File: src/rtl/axi_rd_rr_arbiter.sv
`default_nettype none
// ============================================================================
// Module      : axi_rd_rr_arbiter
// Description : Round-robin arbiter sharing one AXI4 read port (AR/R) among
//               NUM_M read masters. The grant is registered and held for a
//               whole burst, until the R beat carrying rlast handshakes.
//               The number of beats received is checked against arlen.
// Revision    : 1.0 - initial release
// ============================================================================
module axi_rd_rr_arbiter #(
    parameter  int NUM_M  = 2,
    parameter  int ADDR_W = 32,
    parameter  int DATA_W = 32,
    parameter  int ID_W   = 4,
    localparam int IDX_W  = (NUM_M > 1) ? $clog2(NUM_M) : 1
) (
    input  logic                    clk,
    input  logic                    rst,        // asynchronous, active-low
    input  logic [NUM_M-1:0]        m_arvalid,
    output logic [NUM_M-1:0]        m_arready,
    input  logic [NUM_M*ADDR_W-1:0] m_araddr,
    input  logic [NUM_M*ID_W-1:0]   m_arid,
    input  logic [NUM_M*8-1:0]      m_arlen,
    input  logic [NUM_M*3-1:0]      m_arsize,
    input  logic [NUM_M*2-1:0]      m_arburst,
    output logic [NUM_M-1:0]        m_rvalid,
    input  logic [NUM_M-1:0]        m_rready,
    output logic [DATA_W-1:0]       m_rdata,
    output logic [1:0]              m_rresp,
    output logic                    m_rlast,
    output logic [ID_W-1:0]         m_rid,
    output logic                    s_arvalid,
    input  logic                    s_arready,
    output logic [ADDR_W-1:0]       s_araddr,
    output logic [ID_W-1:0]         s_arid,
    output logic [7:0]              s_arlen,
    output logic [2:0]              s_arsize,
    output logic [1:0]              s_arburst,
    input  logic                    s_rvalid,
    output logic                    s_rready,
    input  logic [DATA_W-1:0]       s_rdata,
    input  logic [1:0]              s_rresp,
    input  logic                    s_rlast,
    input  logic [ID_W-1:0]         s_rid,
    output logic [IDX_W-1:0]        grant_idx,
    output logic                    busy,
    output logic                    len_err
);

    typedef enum logic [1:0] {
        ST_IDLE = 2'd0,
        ST_ADDR = 2'd1,
        ST_DATA = 2'd2
    } state_t;

    state_t           state_q,    state_d;
    logic [IDX_W-1:0] grant_q,    grant_d;
    logic [IDX_W-1:0] rr_ptr_q,   rr_ptr_d;
    logic [7:0]       beat_cnt_q, beat_cnt_d;

    logic             win_found;
    logic [IDX_W-1:0] win_idx;
    logic             ar_hs;
    logic             r_hs;

    // Round-robin scan: first requester starting at rr_ptr and wrapping
    always_comb begin
        win_found = 1'b0;
        win_idx   = rr_ptr_q;
        for (int k = 0; k < NUM_M; k++) begin
            if (!win_found && m_arvalid[(int'(rr_ptr_q) + k) % NUM_M]) begin
                win_found = 1'b1;
                win_idx   = IDX_W'((int'(rr_ptr_q) + k) % NUM_M);
            end
        end
    end

    assign ar_hs = (state_q == ST_ADDR) && m_arvalid[grant_q] && s_arready;
    assign r_hs  = (state_q == ST_DATA) && s_rvalid && m_rready[grant_q];

    // AR payload follows the current owner; R payload is broadcast
    assign s_araddr  = m_araddr [int'(grant_q)*ADDR_W +: ADDR_W];
    assign s_arid    = m_arid   [int'(grant_q)*ID_W   +: ID_W];
    assign s_arlen   = m_arlen  [int'(grant_q)*8      +: 8];
    assign s_arsize  = m_arsize [int'(grant_q)*3      +: 3];
    assign s_arburst = m_arburst[int'(grant_q)*2      +: 2];
    assign m_rdata   = s_rdata;
    assign m_rresp   = s_rresp;
    assign m_rlast   = s_rlast;
    assign m_rid     = s_rid;
    assign grant_idx = grant_q;
    assign busy      = (state_q != ST_IDLE);

    // Handshake steering: only the granted master is connected to the port
    always_comb begin
        m_arready = '0;
        m_rvalid  = '0;
        s_arvalid = 1'b0;
        s_rready  = 1'b0;
        len_err   = 1'b0;
        case (state_q)
            ST_ADDR: begin
                s_arvalid          = m_arvalid[grant_q];
                m_arready[grant_q] = s_arready;
            end
            ST_DATA: begin
                m_rvalid[grant_q] = s_rvalid;
                s_rready          = m_rready[grant_q];
                // Early rlast or a missing rlast on the expected final beat
                len_err = r_hs && ((s_rlast && (beat_cnt_q != 8'd0)) ||
                                   (!s_rlast && (beat_cnt_q == 8'd0)));
            end
            default: ;
        endcase
    end

    // Next-state logic for arbitration FSM, pointer and beat counter
    always_comb begin
        state_d    = state_q;
        grant_d    = grant_q;
        rr_ptr_d   = rr_ptr_q;
        beat_cnt_d = beat_cnt_q;
        case (state_q)
            ST_IDLE: begin
                if (win_found) begin
                    grant_d = win_idx;
                    state_d = ST_ADDR;
                end
            end
            ST_ADDR: begin
                // A dropped arvalid keeps the grant; nothing is reassigned
                if (ar_hs) begin
                    beat_cnt_d = s_arlen;
                    state_d    = ST_DATA;
                end
            end
            ST_DATA: begin
                if (r_hs) begin
                    if (beat_cnt_q != 8'd0) begin
                        beat_cnt_d = beat_cnt_q - 8'd1;
                    end
                    // The FSM always follows rlast, even on a length mismatch
                    if (s_rlast) begin
                        rr_ptr_d = IDX_W'((int'(grant_q) + 1) % NUM_M);
                        state_d  = ST_IDLE;
                    end
                end
            end
            default: state_d = ST_IDLE;
        endcase
    end

    // State registers with asynchronous active-low reset
    always_ff @(posedge clk or negedge rst) begin
        if (!rst) begin
            state_q    <= ST_IDLE;
            grant_q    <= '0;
            rr_ptr_q   <= '0;
            beat_cnt_q <= 8'd0;
        end else begin
            state_q    <= state_d;
            grant_q    <= grant_d;
            rr_ptr_q   <= rr_ptr_d;
            beat_cnt_q <= beat_cnt_d;
        end
    end

endmodule
`default_nettype wire
File: config.mk
export PLATFORM = sky130hd
export DESIGN_NAME = axi_rd_rr_arbiter
export DESIGN_NICKNAME = d
export VERILOG_FILES = /design/src/rtl/axi_rd_rr_arbiter.sv
export SDC_FILE = /design/constraint.sdc
export NUM_CORES = 1
export LEC_CHECK = 0
export CAP_MARGIN = 20
export CORE_AREA = 2 2 93 95
export CTS_BUF_LIST = sky130_fd_sc_hd__clkbuf_4 sky130_fd_sc_hd__clkbuf_8
export DETAILED_ROUTE_END_ITERATION = 16
export DIE_AREA = 0 0 95 97
export PLACE_DENSITY = 0.75
export SLEW_MARGIN = 10
export SYNTH_ARGS = -nofsm -noshare
export SYNTH_HDL_FRONTEND = slang
export SYNTH_SLANG_ARGS = --single-unit
File: constraint.sdc
create_clock -name clk -period 1.8 [get_ports clk]
set_input_delay 0.36 -clock clk [delete_from_list [all_inputs] [get_ports clk]]
set_output_delay 0.36 -clock clk [all_outputs]
set_load 0.01 [all_outputs]
==> summary.md, run 1 <==
| Metric | Value |
|---|---|
| Post-Route WL | 7940 um |
| Crit end category | primary output |
| Clock insertion delay at the later pin of the skew report | 0.24 ns |
| CTS Buffer Depth | 2 |
| Worst path cell trace | buf_12 -> buf_12 -> buf_16 -> buf_4 -> mux2_2 -> buf_6 |
| Slew HR | 0.617 |
| Met1 usage | 0.186 |
| IO Pins | 242 |
| Max-slew violations | 0 |
| Die width | 95 um |
| Critical-path maximum fanout | 5 |
| Worst EP required | 1.44 ns |
| Worst Path Arrival | 1.62 ns |
| Mapped Cells | 192 |
| Initial antenna violation count | 0 |
| GP Congestion | 0.822 |
| TritonCTS clock tree | done |
| Post-synthesis average cell area | 9.06 um2 |
| Slowest stage delay, CP | 0.47 ns |
| RSZ-0062 raised after global routing | true |
| Post-DRT Antenna Nets | 0 |
| First-pass GRT wire length | 11500 um |
| Vias/cell | 4.50 |
| DRT Pass-1 Iters | 6 |
| Die ar. | 0.00922 mm2 |
| Avg WL per Cell | 16.4 um |
| Post-synthesis sequential area ratio | 0.173 |
| Final setup viols | 41 |
| Pwr Total | 5.26 mW |
| Cell variety after synth | 38 |
| Worst slew pin tran | 0.573 ns |
| Final nets | 528 |
| Post-layout min period | 1.98 ns |
| DR vias | 2182 |
| H-tree Lvls | 1 |
| Crit-path slowest cell | dfrtp_2 |
| Crit path launch | grant_idx |
| Total number of yosys warnings | 0 |
| Hold WC Path Type | primary input to async pin |
| Die Span Y | 97 um |
| Critical path class | flop to primary output |
| 1st-iter DRT viols | 54 |
| Busiest grt layer | met2 |
| Yosys reg bits | 12 |
| Worst clock skew | 0.000666 ns |
| Most used DFF post-synth | dfrtp_1 |
| Layout cells sized above 1 | 0.532 |
| Reg clk slew, reported paths | 0.06 ns |
| Outcome | finished, violations left |
| Endpoints failing hold | 0 |
| Pwr Density | 1290 mW/mm2 |
| Max_cap viols | 0 |
| Detail Placement HPWL | 5800 um |
| Rows | 33 |
| Failing checks | negative setup slack |
| Setup ws final | -0.183 ns |
| Buffers on Ports | 165 |
| LEAKAGE | 1.79 nW |
| Met3 usage | 0.0195 |
| Area Overhead vs Synth | 134% |
| DRC violations left | 0 |
| Net Count, Synth | 339 |
| Max Fclk | 504 MHz |
| FILL cells | 730 |
| Total GRT Usage | 0.159 |
| Worst R2R Start | beat_cnt_q[0] |
| CTS Buf Count | 3 |
| CTS Root Cell | clkbuf_8 |
| Crit share post-route | 1.10 |
| Starting Density | 0.214 |
| CP Launch Type | flop |
| Number of synthesized flops with an enable pin | 0 |
| Hold_ws | 0.483 ns |
| GRT Residual Overflow | 0 |
| CTS Hold Buffers Added | 0 |
| Most used cell, CP | buf_12 |
| Met2 capacity usage during global routing | 0.297 |
| ANT cells | 0 |
| Number of global-route vias before repair | 2239 |
| Mapped cell area | 0.00174 mm2 |
| Largest net degree at the start of global routing | 17 |
| CTS sink count | 12 |
| Peak supply drop | 640 uV |
| Core ar. | 0.00813 mm2 |
| Async SR Flop Fraction | 1.00 |
## timing repair
| action | CTS | global route |
|---|---|---|
| cloned | 4 | 2 |
| setup buffers | 10 | 15 |
| setup endpoints to repair | 59 | 62 |
| pin swaps | 3 | 4 |
| resized for setup | 235 | 90 |
## path summary, 6_finish.rpt
| check | endpoint | slack (ns) | depth (start not counted) |
|---|---|---|---|
| worst max register to register | beat_cnt_q[7] | -0.03 | 8 |
| min in group clk | rr_ptr_q | 0.50 | 2 |
| worst min-delay path | beat_cnt_q[0] | 0.48 | 1 |
| worst max-delay path | s_arsize[1] | -0.18 | 6 |
| worst min register to register | rr_ptr_q | 0.50 | 2 |
| max in group asynchronous | grant_idx | 0.91 | 1 |
## synthesized netlist by cell type, drive strengths merged, types with 2 or more instances
| cell type | n | area share |
|---|---|---|
| nor3b | 3 | 0.016 |
| nor3 | 3 | 0.0086 |
| o21ai | 7 | 0.020 |
| o22a | 2 | 0.010 |
| a31oi | 4 | 0.014 |
| nand4 | 3 | 0.011 |
| buf | 46 | 0.19 |
| nand2b | 2 | 0.0072 |
| inv | 5 | 0.011 |
| ha | 2 | 0.014 |
| dfrtp | 12 | 0.17 |
| a2bb2oi | 2 | 0.010 |
| mux2 | 51 | 0.33 |
| a41oi | 2 | 0.010 |
| a21oi | 4 | 0.012 |
| clkbuf | 2 | 0.0050 |
| nand2 | 5 | 0.011 |
| nor2 | 16 | 0.035 |
| mux2i | 2 | 0.012 |
| nand3b | 2 | 0.0086 |
| and3 | 2 | 0.0072 |
| a211oi | 3 | 0.016 |
## worst max-delay path: cells and delay by family, from the launching register on
family	cells	cell delay, ns
multiplexers	1	0.27
buffers and inverters	5	0.65
flip-flops	1	0.47
## per-stage QoR
step	instances	TNS, ns	utilization	worst slack (ns)	cell area, um2
2_1_floorplan	192	-0.333	-	-0.0111	1740
3_3_place_gp	455	-5.99	0.433	-0.382	3520
3_5_place_dp	455	-6.47	0.433	-0.454	3520
4_1_cts	473	-2.17	0.452	-0.148	3680
5_1_grt	485	-5.13	0.501	-0.263	4080
6_report	485	-3.24	0.501	-0.183	4080
## state kept, by name, indices dropped and copies added (netlist names)
name        cells
beat_cnt_q      8
state_q         2
grant_idx       1
rr_ptr_q        1
## metal layers
layer  share of wire  vias to the layer above
li1                -                     1039
met1            0.39                     1026
met2            0.53                       95
met3           0.072                       22
met4           0.015                        0
met5               0                        -
## kinds of logic (layout without fill, tap and decap cells)
| group | after synthesis | after routing | synth area share |
|---|---|---|---|
| muxes | 53 | 53 | 0.341 |
| DFF | 12 | 12 | 0.173 |
| buffers and inverters | 53 | 241 | 0.206 |
| and+or+nand+nor | 39 | 39 | 0.124 |
| xor gates and xnor gates | 1 | 1 | 0.00503 |
| AOI/OAI and AO/OA | 32 | 32 | 0.137 |
| adders and majority gates | 2 | 2 | 0.0144 |
## cell type report
| class | count | area (um2) | share of cell area |
|---|---|---|---|
| Sequential cell | 12 | 302 | 0.0740 |
| Multi-Input combinational cell | 127 | 1230 | 0.301 |
| Inverter | 5 | 18.8 | 0.00460 |
| Tap cell | 105 | 131 | 0.0322 |
| Clock buffer | 4 | 55.1 | 0.0135 |
| Timing Repair Buffer | 232 | 2340 | 0.574 |
## placed cells by master, fill, tap and decap left out, types with 2 or more instances in the layout
cell | Yosys | layout
buf_8 | 0 | 2
a21oi_1 | 4 | 4
a2bb2oi_1 | 2 | 2
inv_2 | 0 | 2
a41oi_1 | 2 | 2
nor2_2 | 0 | 5
clkbuf_2 | 1 | 5
nand2_1 | 5 | 5
clkbuf_16 | 0 | 2
clkdlybuf4s50_1 | 0 | 106
ha_1 | 2 | 2
buf_12 | 0 | 7
buf_6 | 0 | 54
mux2_4 | 0 | 17
nand4_1 | 3 | 3
nor2_1 | 16 | 10
dlygate4sd2_1 | 0 | 3
nor3_1 | 3 | 3
a31oi_1 | 4 | 4
buf_2 | 6 | 7
mux2_2 | 51 | 34
mux2i_4 | 0 | 2
a211oi_1 | 2 | 2
dfrtp_1 | 12 | 11
buf_4 | 40 | 45
nand3b_1 | 2 | 2
clkbuf_8 | 0 | 4
o21ai_0 | 7 | 6
o22a_1 | 2 | 2
inv_1 | 5 | 3
## power by group
part	internal (mW)	leakage [nW]	switching, mW
Clock	0.194	0.0288	0.109
Combinational	2.77	1.62	1.62
Sequential	0.404	0.138	0.161
Total	3.37	1.79	1.89
(Power assumes the default switching activity.)
==> run 2: changes to the inputs <==
--- a/config.mk
+++ b/config.mk
@@ -5,12 +5,13 @@
 export SDC_FILE = /design/constraint.sdc
 export NUM_CORES = 1
 export LEC_CHECK = 0
-export CAP_MARGIN = 20
 export CORE_AREA = 2 2 93 95
 export CTS_BUF_LIST = sky130_fd_sc_hd__clkbuf_4 sky130_fd_sc_hd__clkbuf_8
 export DETAILED_ROUTE_END_ITERATION = 16
 export DIE_AREA = 0 0 95 97
 export PLACE_DENSITY = 0.75
+export REMOVE_ABC_BUFFERS = 1
+export SETUP_SLACK_MARGIN = 0.02
 export SLEW_MARGIN = 10
 export SYNTH_ARGS = -nofsm -noshare
 export SYNTH_HDL_FRONTEND = slang
==> run 2 against run 1 <==
Compared with the run above: the run still ends with negative setup slack left; final area down 2.6%; critical endpoint is now len_err; clock skew up 0.0023 ns; sequential power down 6.7%; count of clock-buffer cells in the layout unchanged; combinational power down 3%; non-clock buffer count down 2; worst setup slack better by 0.037 ns; total power down 3.1%; via count up 5.5%; critical path depth up 1.
==> summary.md, run 2 (synthesis gave the netlist of run 1 again) <==
| Metric | Value |
|---|---|
| Outcome | finished, violations left |
| Failing checks | negative setup slack |
| Avg WL per Cell | 23.4 um |
| Worst EP required | 1.44 ns |
| Final core occ | 0.488 |
| Pwr Total | 5.10 mW |
| Die ar. | 0.00922 mm2 |
| IO Pins | 242 |
| CTS Buffer Depth | 2 |
| Max Fclk | 514 MHz |
| DRC violations left | 0 |
| Commonest non-fill, non-tap cell in the layout | clkdlybuf4s50_1 |
| Number of global-route vias before repair | 2267 |
| Rows | 33 |
| CTS Root Cell | clkbuf_8 |
| Top layer in use | met5 |
| GP Congestion | 0.846 |
| Post-DRT Antenna Nets | 0 |
| Largest net degree at the start of global routing | 17 |
| Detail Placement HPWL | 8890 um |
| LEAKAGE | 1.72 nW |
| Crit end category | primary output |
| 1st-iter DRT viols | 49 |
| Critical path class | flop to primary output |
| Hold_ws | 0.473 ns |
| Endpoints failing hold | 0 |
| RSZ-0062 raised after global routing | true |
| CTS Buf Count | 3 |
| Worst slew pin tran | 0.564 ns |
| TritonCTS clock tree | done |
| Peak supply drop | 539 uV |
| Most frequent cells in the layout | clkdlybuf4s50_1 (105), buf_4 (46), buf_6 (45) |
| Critical-path maximum fanout | 2 |
| Die Span Y | 97 um |
| Buffers on Ports | 165 |
| Initial antenna violation count | 0 |
| Crit share post-route | 1.08 |
| DRT Pass-1 Iters | 4 |
| Max-slew violations | 0 |
| First-pass GRT wire length | 14600 um |
| Core ar. | 0.00813 mm2 |
| Met3 WL | 2210 um |
| ANT cells | 0 |
| Reg2reg setup slack | -0.03 ns |
| FILL cells | 750 |
| Setup ws final | -0.146 ns |
| Met1 Routed Length | 3060 um |
| Final nets | 526 |
| Place WS | -0.389 ns |
| Area Overhead vs Synth | 128% |
| Largest Register | beat_cnt_q |
| Met2 wire length | 5380 um |
| Layout cells sized above 1 | 0.537 |
| CTS sink count | 12 |
| DR vias | 2301 |
| Register Area | 302 um2 |
| Total GRT Usage | 0.221 |
| Worst clock skew | 0.00297 ns |
| Slew HR | 0.623 |
| Reg clk slew, reported paths | 0.06 ns |
| Final setup viols | 33 |
| Post-Route WL | 11300 um |
| GRT Residual Overflow | 0 |
| CP Launch Type | flop |
| Registers with the most flip-flops | beat_cnt_q x8, state_q x2 |
| Setup_tns | -1.86 ns |
| Pwr Density | 1280 mW/mm2 |
| Die width | 95 um |
| Worst Path Arrival | 1.59 ns |
| Vias/cell | 4.76 |
| Hold WC Path Type | primary input to async pin |
| Largest register FFs | 8 |
| Max_cap viols | 0 |
| Post-layout min period | 1.95 ns |
| Area of the multi-input gates | 0.00122 mm2 |
| Starting Density | 0.214 |
| Clock insertion delay at the later pin of the skew report | 0.25 ns |
| H-tree Lvls | 1 |
-- run 2: changes by cell type in the layout (fill, tap and decap cells not counted), sizes merged --
cell | previous run | this run
clkdlybuf4s50 | 106 | 105
buf | 116 | 114
dlygate4sd2 | 3 | 4
-- run 2: routing by layer --
layer  vias to the layer above  track usage
met5                         -       0.0893
met4                         4        0.106
met3                        21        0.192
met2                       193        0.363
met1                      1049        0.173
li1                       1034            -
-- run 2: path summary, 6_finish.rpt --
check,from,end,cells after the start
max,beat_cnt_q[0],len_err,7
min,rst,beat_cnt_q[6],1
max reg2reg,grant_idx,beat_cnt_q[5],7
min reg2reg,rr_ptr_q,rr_ptr_q,2
max in group asynchronous,rst,grant_idx,1
min in group clk,rr_ptr_q,rr_ptr_q,2
-- run 2: power by group --
part	switching, mW	internal, mW
Sequential	0.123	0.404
Combinational	1.67	2.60
Clock	0.115	0.194
Total	1.91	3.19
-- run 2: through the flow --
stage / cells / cell area (um2)
2_1_floorplan: 144 / 1400
3_3_place_gp: 453 / 3490
3_5_place_dp: 453 / 3490
4_1_cts: 470 / 3630
5_1_grt: 483 / 3970
6_report: 483 / 3970
-- run 2: final cells by class --
class / count / area share
repair buffers: 230 / 0.566
multi-input cells: 127 / 0.306
flip-flops and latches: 12 / 0.0759
well taps: 105 / 0.0331
clock buffers: 4 / 0.0139
inverters: 5 / 0.00473
-- run 2: critical path, cell delays in order, from the launching register on --
cell	delay, ns
dfrtp_1	0.39
inv_2	0.07
ha_1	0.14
nor3b_4	0.20
nand2_1	0.11
xor2_1	0.16
nor3_1	0.12
buf_2	0.15
-- run 2: repair_timing --
item,CTS,global route
hold buffers,0,0
gates resized for setup,226,87
pin swaps,2,6
gates cloned,3,2
endpoints found under the setup margin,60,48
setup buffers,10,16
==> RTL edit 1: new RTL, config.mk and constraints of run 2 <==
Register the output `len_err`, cleared by the reset; this adds one clock of latency there. The other outputs are not delayed to match.
--- a/src/rtl/axi_rd_rr_arbiter.sv
+++ b/src/rtl/axi_rd_rr_arbiter.sv
@@ -55,2 +55,4 @@
 
+    logic len_err_d;
+
     state_t           state_q,    state_d;
@@ -99,3 +101,3 @@
         s_rready  = 1'b0;
-        len_err   = 1'b0;
+        len_err_d = 1'b0;
         case (state_q)
@@ -109,3 +111,3 @@
                 // Early rlast or a missing rlast on the expected final beat
-                len_err = r_hs && ((s_rlast && (beat_cnt_q != 8'd0)) ||
+                len_err_d = r_hs && ((s_rlast && (beat_cnt_q != 8'd0)) ||
                                    (!s_rlast && (beat_cnt_q == 8'd0)));
@@ -167,2 +169,10 @@
 
+    always_ff @(posedge clk or negedge rst) begin
+        if (!rst) begin
+            len_err <= '0;
+        end else begin
+            len_err <= len_err_d;
+        end
+    end
+
 endmodule
Behaviour: not the same (a bounded check fails within 4 cycles, from zero or initial values and one cycle with rst low).
==> RTL edit 1 against run 2 <==
The flow still finishes with violations (negative setup slack). Synthesized area grew 1.2%. Worst setup slack better by 76 ps. Largest cell class unchanged. Wire length increased by 11%. Synthesized cell count down 0.52%. Sequential cell count rose by 1. Design area is 6.9% lower. Power decreased by 16%. Largest power group unchanged. Final cell count down 3.3%.
==> RTL edit 1: results (changes against run 2) <==
stage,metric,value,unit,change
status,status,"complete, but fails checks",,unchanged
status,violations,negative setup slack,,unchanged
setup_path,cp_max_fo,10,,was 2
drt,vias,2217,,was 2301
power_and_ir_drop,p_leak,0.001596,uW,was 0.001723 uW
drt,wirelength,12530,um,was 11280 um
setup_path,critPathArrivalTime,1510,ps,was 1590 ps
synth,synthArstFlopShare,1.000,,unchanged
clocking,cts_root_buf,clkbuf_8,,unchanged
grt,antenna_found_initial,0,,unchanged
hold_path,min_path_type,input port to asynchronous set/reset pin,,unchanged
clocking,htreeDepth,1,,unchanged
clocking,clk-insertion-delay-late,250,ps,about the same
placement,place_area,3517,um2,was 3491 um2
grt,grt-ovfl-total,0,,unchanged
synth,ys_seq_area_frac,0.1848,,was 0.1725
placement,placement.io_buffers,165,,unchanged
grt,grt_pass1_wl,16620,um,was 14570 um
synth,synthTopCellsByCount,"47 x mux2_2, 40 x buf_4, 14 x nor2_1",,"was 51 x mux2_2, 40 x buf_4, 16 x nor2_1"
power_and_ir_drop,p_switching,1605,uW,was 1906 uW
drt,wl_met2,6969,um,was 5382 um
drt,drt-met1-wl,2494,um,was 3063 um
sta,fin_skew,4.117,ps,was 2.966 ps
sta,worst_slack,-70.81,ps,was -146.5 ps
sta,finalSetupViolCount,15,,was 33
synth,ys_warn_count,0,,unchanged
synth,synth_area_leaders,"mux2_2 30%, dfrtp_1 18%, buf_4 17%",,"was mux2_2 33%, buf_4 17%, dfrtp_1 17%"
layout,nNetsFinal,510,,was 526
clocking,cts.path.max_buffers,2,,unchanged
clocking,cts_buffers,3,,unchanged
grt,grt_util_all_layers,0.2621,,was 0.2206
layout,top_regs,"beat_cnt_q (8), state_q (2)",,unchanged
grt,grt_pass1_vias,2333,,was 2267
layout,drive_gt1_frac,0.4641,,was 0.5370
setup_path,critPathLaunchType,register,,unchanged
placement,place.gp.congestion,0.9556,,was 0.8463
grt,grt_max_degree,18,,was 17
drt,routed-wl-met3,2640,um,was 2208 um
layout,fillers,772,,was 750
drt,top_layer_used,met5,,unchanged
power_and_ir_drop,peakVddDrop,484.7,uV,was 538.6 uV
placement,dp_hpwl,11210,um,was 8893 um
sta,slew_headroom,0.6484,,was 0.6231
## RTL edit 1: power groups by stage
stage	clock network (uW)	logic, uW	registers [uW]
2_1_floorplan	0	1280	697
3_3_place_gp	0	3170	536
3_5_place_dp	0	3210	543
4_1_cts	279	3210	544
5_1_grt	293	3690	573
6_report	281	3450	551
## RTL edit 1: worst paths after layout
check                           from       endpoint  slack (ps)  cells after the start
setup reg to reg           grant_idx       rr_ptr_q          30                      7
hold reg to reg             rr_ptr_q       rr_ptr_q         520                      1
max in group asynchronous        rst      grant_idx        1200                      2
setup / recovery           grant_idx   s_araddr[18]         -70                      5
hold / removal                   rst  beat_cnt_q[4]         420                      2
min in group clk            rr_ptr_q       rr_ptr_q         520                      1
## RTL edit 1: layout make-up
cell class,count,share of cell area
Timing Repair Buffer,216,0.5484
Multi-Input combinational cell,125,0.3104
Sequential cell,13,0.08835
Tap cell,105,0.03555
Clock buffer,4,0.01320
Inverter,4,0.004062
## RTL edit 1: metal layers
| metal | vias up | global-route usage |
|---|---|---|
| met5 | - | 0.04762 |
| met4 | 2 | 0.07135 |
| met3 | 17 | 0.2445 |
| met2 | 208 | 0.5123 |
| met1 | 993 | 0.1528 |
| li1 | 997 | - |
## RTL edit 1: cell families (layout without fill, tap and decap cells)
logic type / count (synthesis) / in the layout / synth area share
AOI/OAI and AO/OA: 32 / 32 / 0.1322
and+or+nand+nor: 36 / 36 / 0.1102
DFF: 13 / 13 / 0.1848
xor gates and xnor gates: 1 / 1 / 0.004976
buffers and inverters: 53 / 224 / 0.2075
adders and majority gates: 2 / 2 / 0.01421
muxes: 54 / 54 / 0.3461
## RTL edit 1: per-stage QoR
stage	worst slack (ps)	util	setup TNS (ps)	instances
floorplan	-840.0	-	-35610	142
global placement	-303.0	0.4324	-5433	450
detailed placement	-312.6	0.4324	-5991	450
CTS	-141.7	0.4375	-730.7	462
global route	-96.62	0.4544	-1350	467
finish	-70.81	0.4544	-784.4	467
## RTL edit 1: timing repair
action / in CTS / in global routing
endpoints found under the hold margin: 0 / 0
hold buffers: 0 / 0
resized for setup: 212 / 45
buffers inserted: 8 / 5
endpoints found under the setup margin: 62 / 54
pin swaps: 4 / 5
## RTL edit 1: critical path, stage by stage, from the launching register on
cell     delay (ps)
dfrtp_2         430
buf_12          160
buf_4           130
buf_4           130
mux2_2          260
buf_2           150
==> RTL edit 2: new RTL, flow settings as in run 2 <==
Without the edit above. Set the parameter `NUM_M` to 1 (it was 2).
--- a/src/rtl/axi_rd_rr_arbiter.sv
+++ b/src/rtl/axi_rd_rr_arbiter.sv
@@ -10,3 +10,3 @@
 module axi_rd_rr_arbiter #(
-    parameter  int NUM_M  = 2,
+    parameter  int NUM_M  = 1,
     parameter  int ADDR_W = 32,
Interface: changed (9 resized); port bits go from 242 to 189. No check against the original RTL was run, so the function may have changed too.
==> RTL edit 2 against run 2 <==
The flow still finishes with violations (negative setup slack). Design area decreased by 65%. Worst setup slack gained 45 ps. Synthesized area shrank 22%. Register-to-register slack better by 100 ps. Wire length shrank 9.9%. Sequential cell count shrank 2. Synthesized cell count is 13% lower.
Power is not compared: it rests on default switching activity, and its combinational part moved more than twofold at a synthesized area within 25%.
==> RTL edit 2: results (changes against run 2) <==
stage,metric,value,unit,change
synth,synth_fa_ha_area_frac,0.01843,,was 0.01438
grt,antenna_found_initial,0,,unchanged
drt,vias,1035,,was 2301
placement,place_inst,233,,was 453
synth,ys_warn_count,0,,unchanged
sta,slew_headroom,0.6382,,was 0.6231
drt,via_per_inst,4.313,,was 4.764
floorplan,num_rows,33,,unchanged
power_and_ir_drop,peakVddDrop,443.3,uV,
sta,fin_skew,2.788,ps,was 2.966 ps
clocking,htreeDepth,1,,unchanged
layout,n_antenna_cell,0,,unchanged
status,violations,negative setup slack,,unchanged
synth,synth.mux.area_fraction,0.007373,,was 0.3415
status,status,"complete, but fails checks",,unchanged
placement,place_area,1269,um2,was 3491 um2
synth,synth-xor-area-share,0.006452,,was 0.005032
synth,synth_area_leaders,"buf_4 49%, dfrtp_1 18%, and2_1 2.3%",,"was mux2_2 33%, buf_4 17%, dfrtp_1 17%"
placement,place.gp.congestion,0.9190,,was 0.8463
synth,avgSynthCellArea,8.129,um2,was 9.065 um2
grt,grt_pass1_vias,1055,,was 2267
layout,top_regs,"beat_cnt_q (8), state_q (2)",,unchanged
clocking,cts.path.max_buffers,2,,unchanged
placement,dp_hpwl,9342,um,was 8893 um
synth,synth_compound_area_frac,0.1217,,was 0.1366
drt,drt_iter0_markers,39,,was 49
setup_path,critPathArrivalTime,1540,ps,was 1590 ps
placement,placement.io_buffers,29,,was 165
drt,wirelength,10160,um,was 11280 um
layout,drive_gt1_frac,0.3481,,was 0.5370
grt,grt_util_all_layers,0.2127,,was 0.2206
grt,grt_max_degree,14,,was 17
drt,first_pass_iters,6,,was 4
synth,synthArstFlopShare,1.000,,unchanged
clocking,cts_root_buf,clkbuf_8,,unchanged
sta,finalSetupViolCount,1,,was 33
clocking,cts_buffers,3,,unchanged
grt,grt_pass1_wl,12180,um,was 14570 um
hold_path,min_path_type,input port to asynchronous set/reset pin,,unchanged
synth,ys_seq_area_frac,0.1843,,was 0.1725
sta,tns,-101.3,ps,was -1858 ps
clocking,clk-insertion-delay-late,240,ps,
sta,worst_slack,-101.3,ps,was -146.5 ps
placement,place_worst_setup_slack,-357.8,ps,was -388.6 ps
synth,synthTopCellsByCount,"89 x buf_4, 10 x dfrtp_1, 5 x a21oi_1, 5 x and2_1, 5 x o21ai_1",,"was 51 x mux2_2, 40 x buf_4, 16 x nor2_1"
synth,ys_types,38,,unchanged
RTL edit 2: cell count changes after synthesis, sizes merged, moves of 3 or more:
cell and change:
nor2 -12, a211oi -3, and2 +6, nor3b -3, mux2 -51, nand3 +3, buf +44
RTL edit 2: path summary, 6_finish.rpt:
check / startpoint / end / cells after the start / slack, ps
max: beat_cnt_q[5] / len_err / 5 / -100
max in group asynchronous: rst / state_q[0] / 1 / 970
min reg2reg: state_q[1] / state_q[0] / 1 / 530
max reg2reg: state_q[0] / beat_cnt_q[1] / 6 / 70
min in group clk: state_q[1] / state_q[0] / 1 / 530
min: rst / beat_cnt_q[3] / 1 / 470
RTL edit 2: timing repair:
item | CTS | global route
endpoints found under the setup margin | 7 | 10
setup buffers | 3 | 0
gates resized for setup | 14 | 8
pin swaps | 2 | 5
RTL edit 2: final cells by class:
cell class | instances | area [um2]
fillers | 911 | 6750
inverters | 3 | 11.26
clock buffers | 4 | 55.05
multi-input cells | 63 | 456.7
well taps | 105 | 131.4
repair buffers | 55 | 479.2
flip-flops and latches | 10 | 250.2
RTL edit 2: worst max-delay path: stages (launching register included):
cell and delay (ps):
dfrtp_1 390, nor4_2 310, nand3_1 130, xor2_1 170, nor3_2 140, buf_2 170
RTL edit 2: metal layers:
metal | share of wire | up-vias | global-route usage
met5 | 0.0077 | - | 0.1012
met4 | 0.030 | 4 | 0.06577
met3 | 0.34 | 22 | 0.3326
met2 | 0.45 | 164 | 0.3328
met1 | 0.17 | 441 | 0.1063
li1 | - | 404 | -
RTL edit 2: power by group:
group,internal (uW),switching [uW]
clock network,193,96.6
logic,529,497
registers,330,77.7
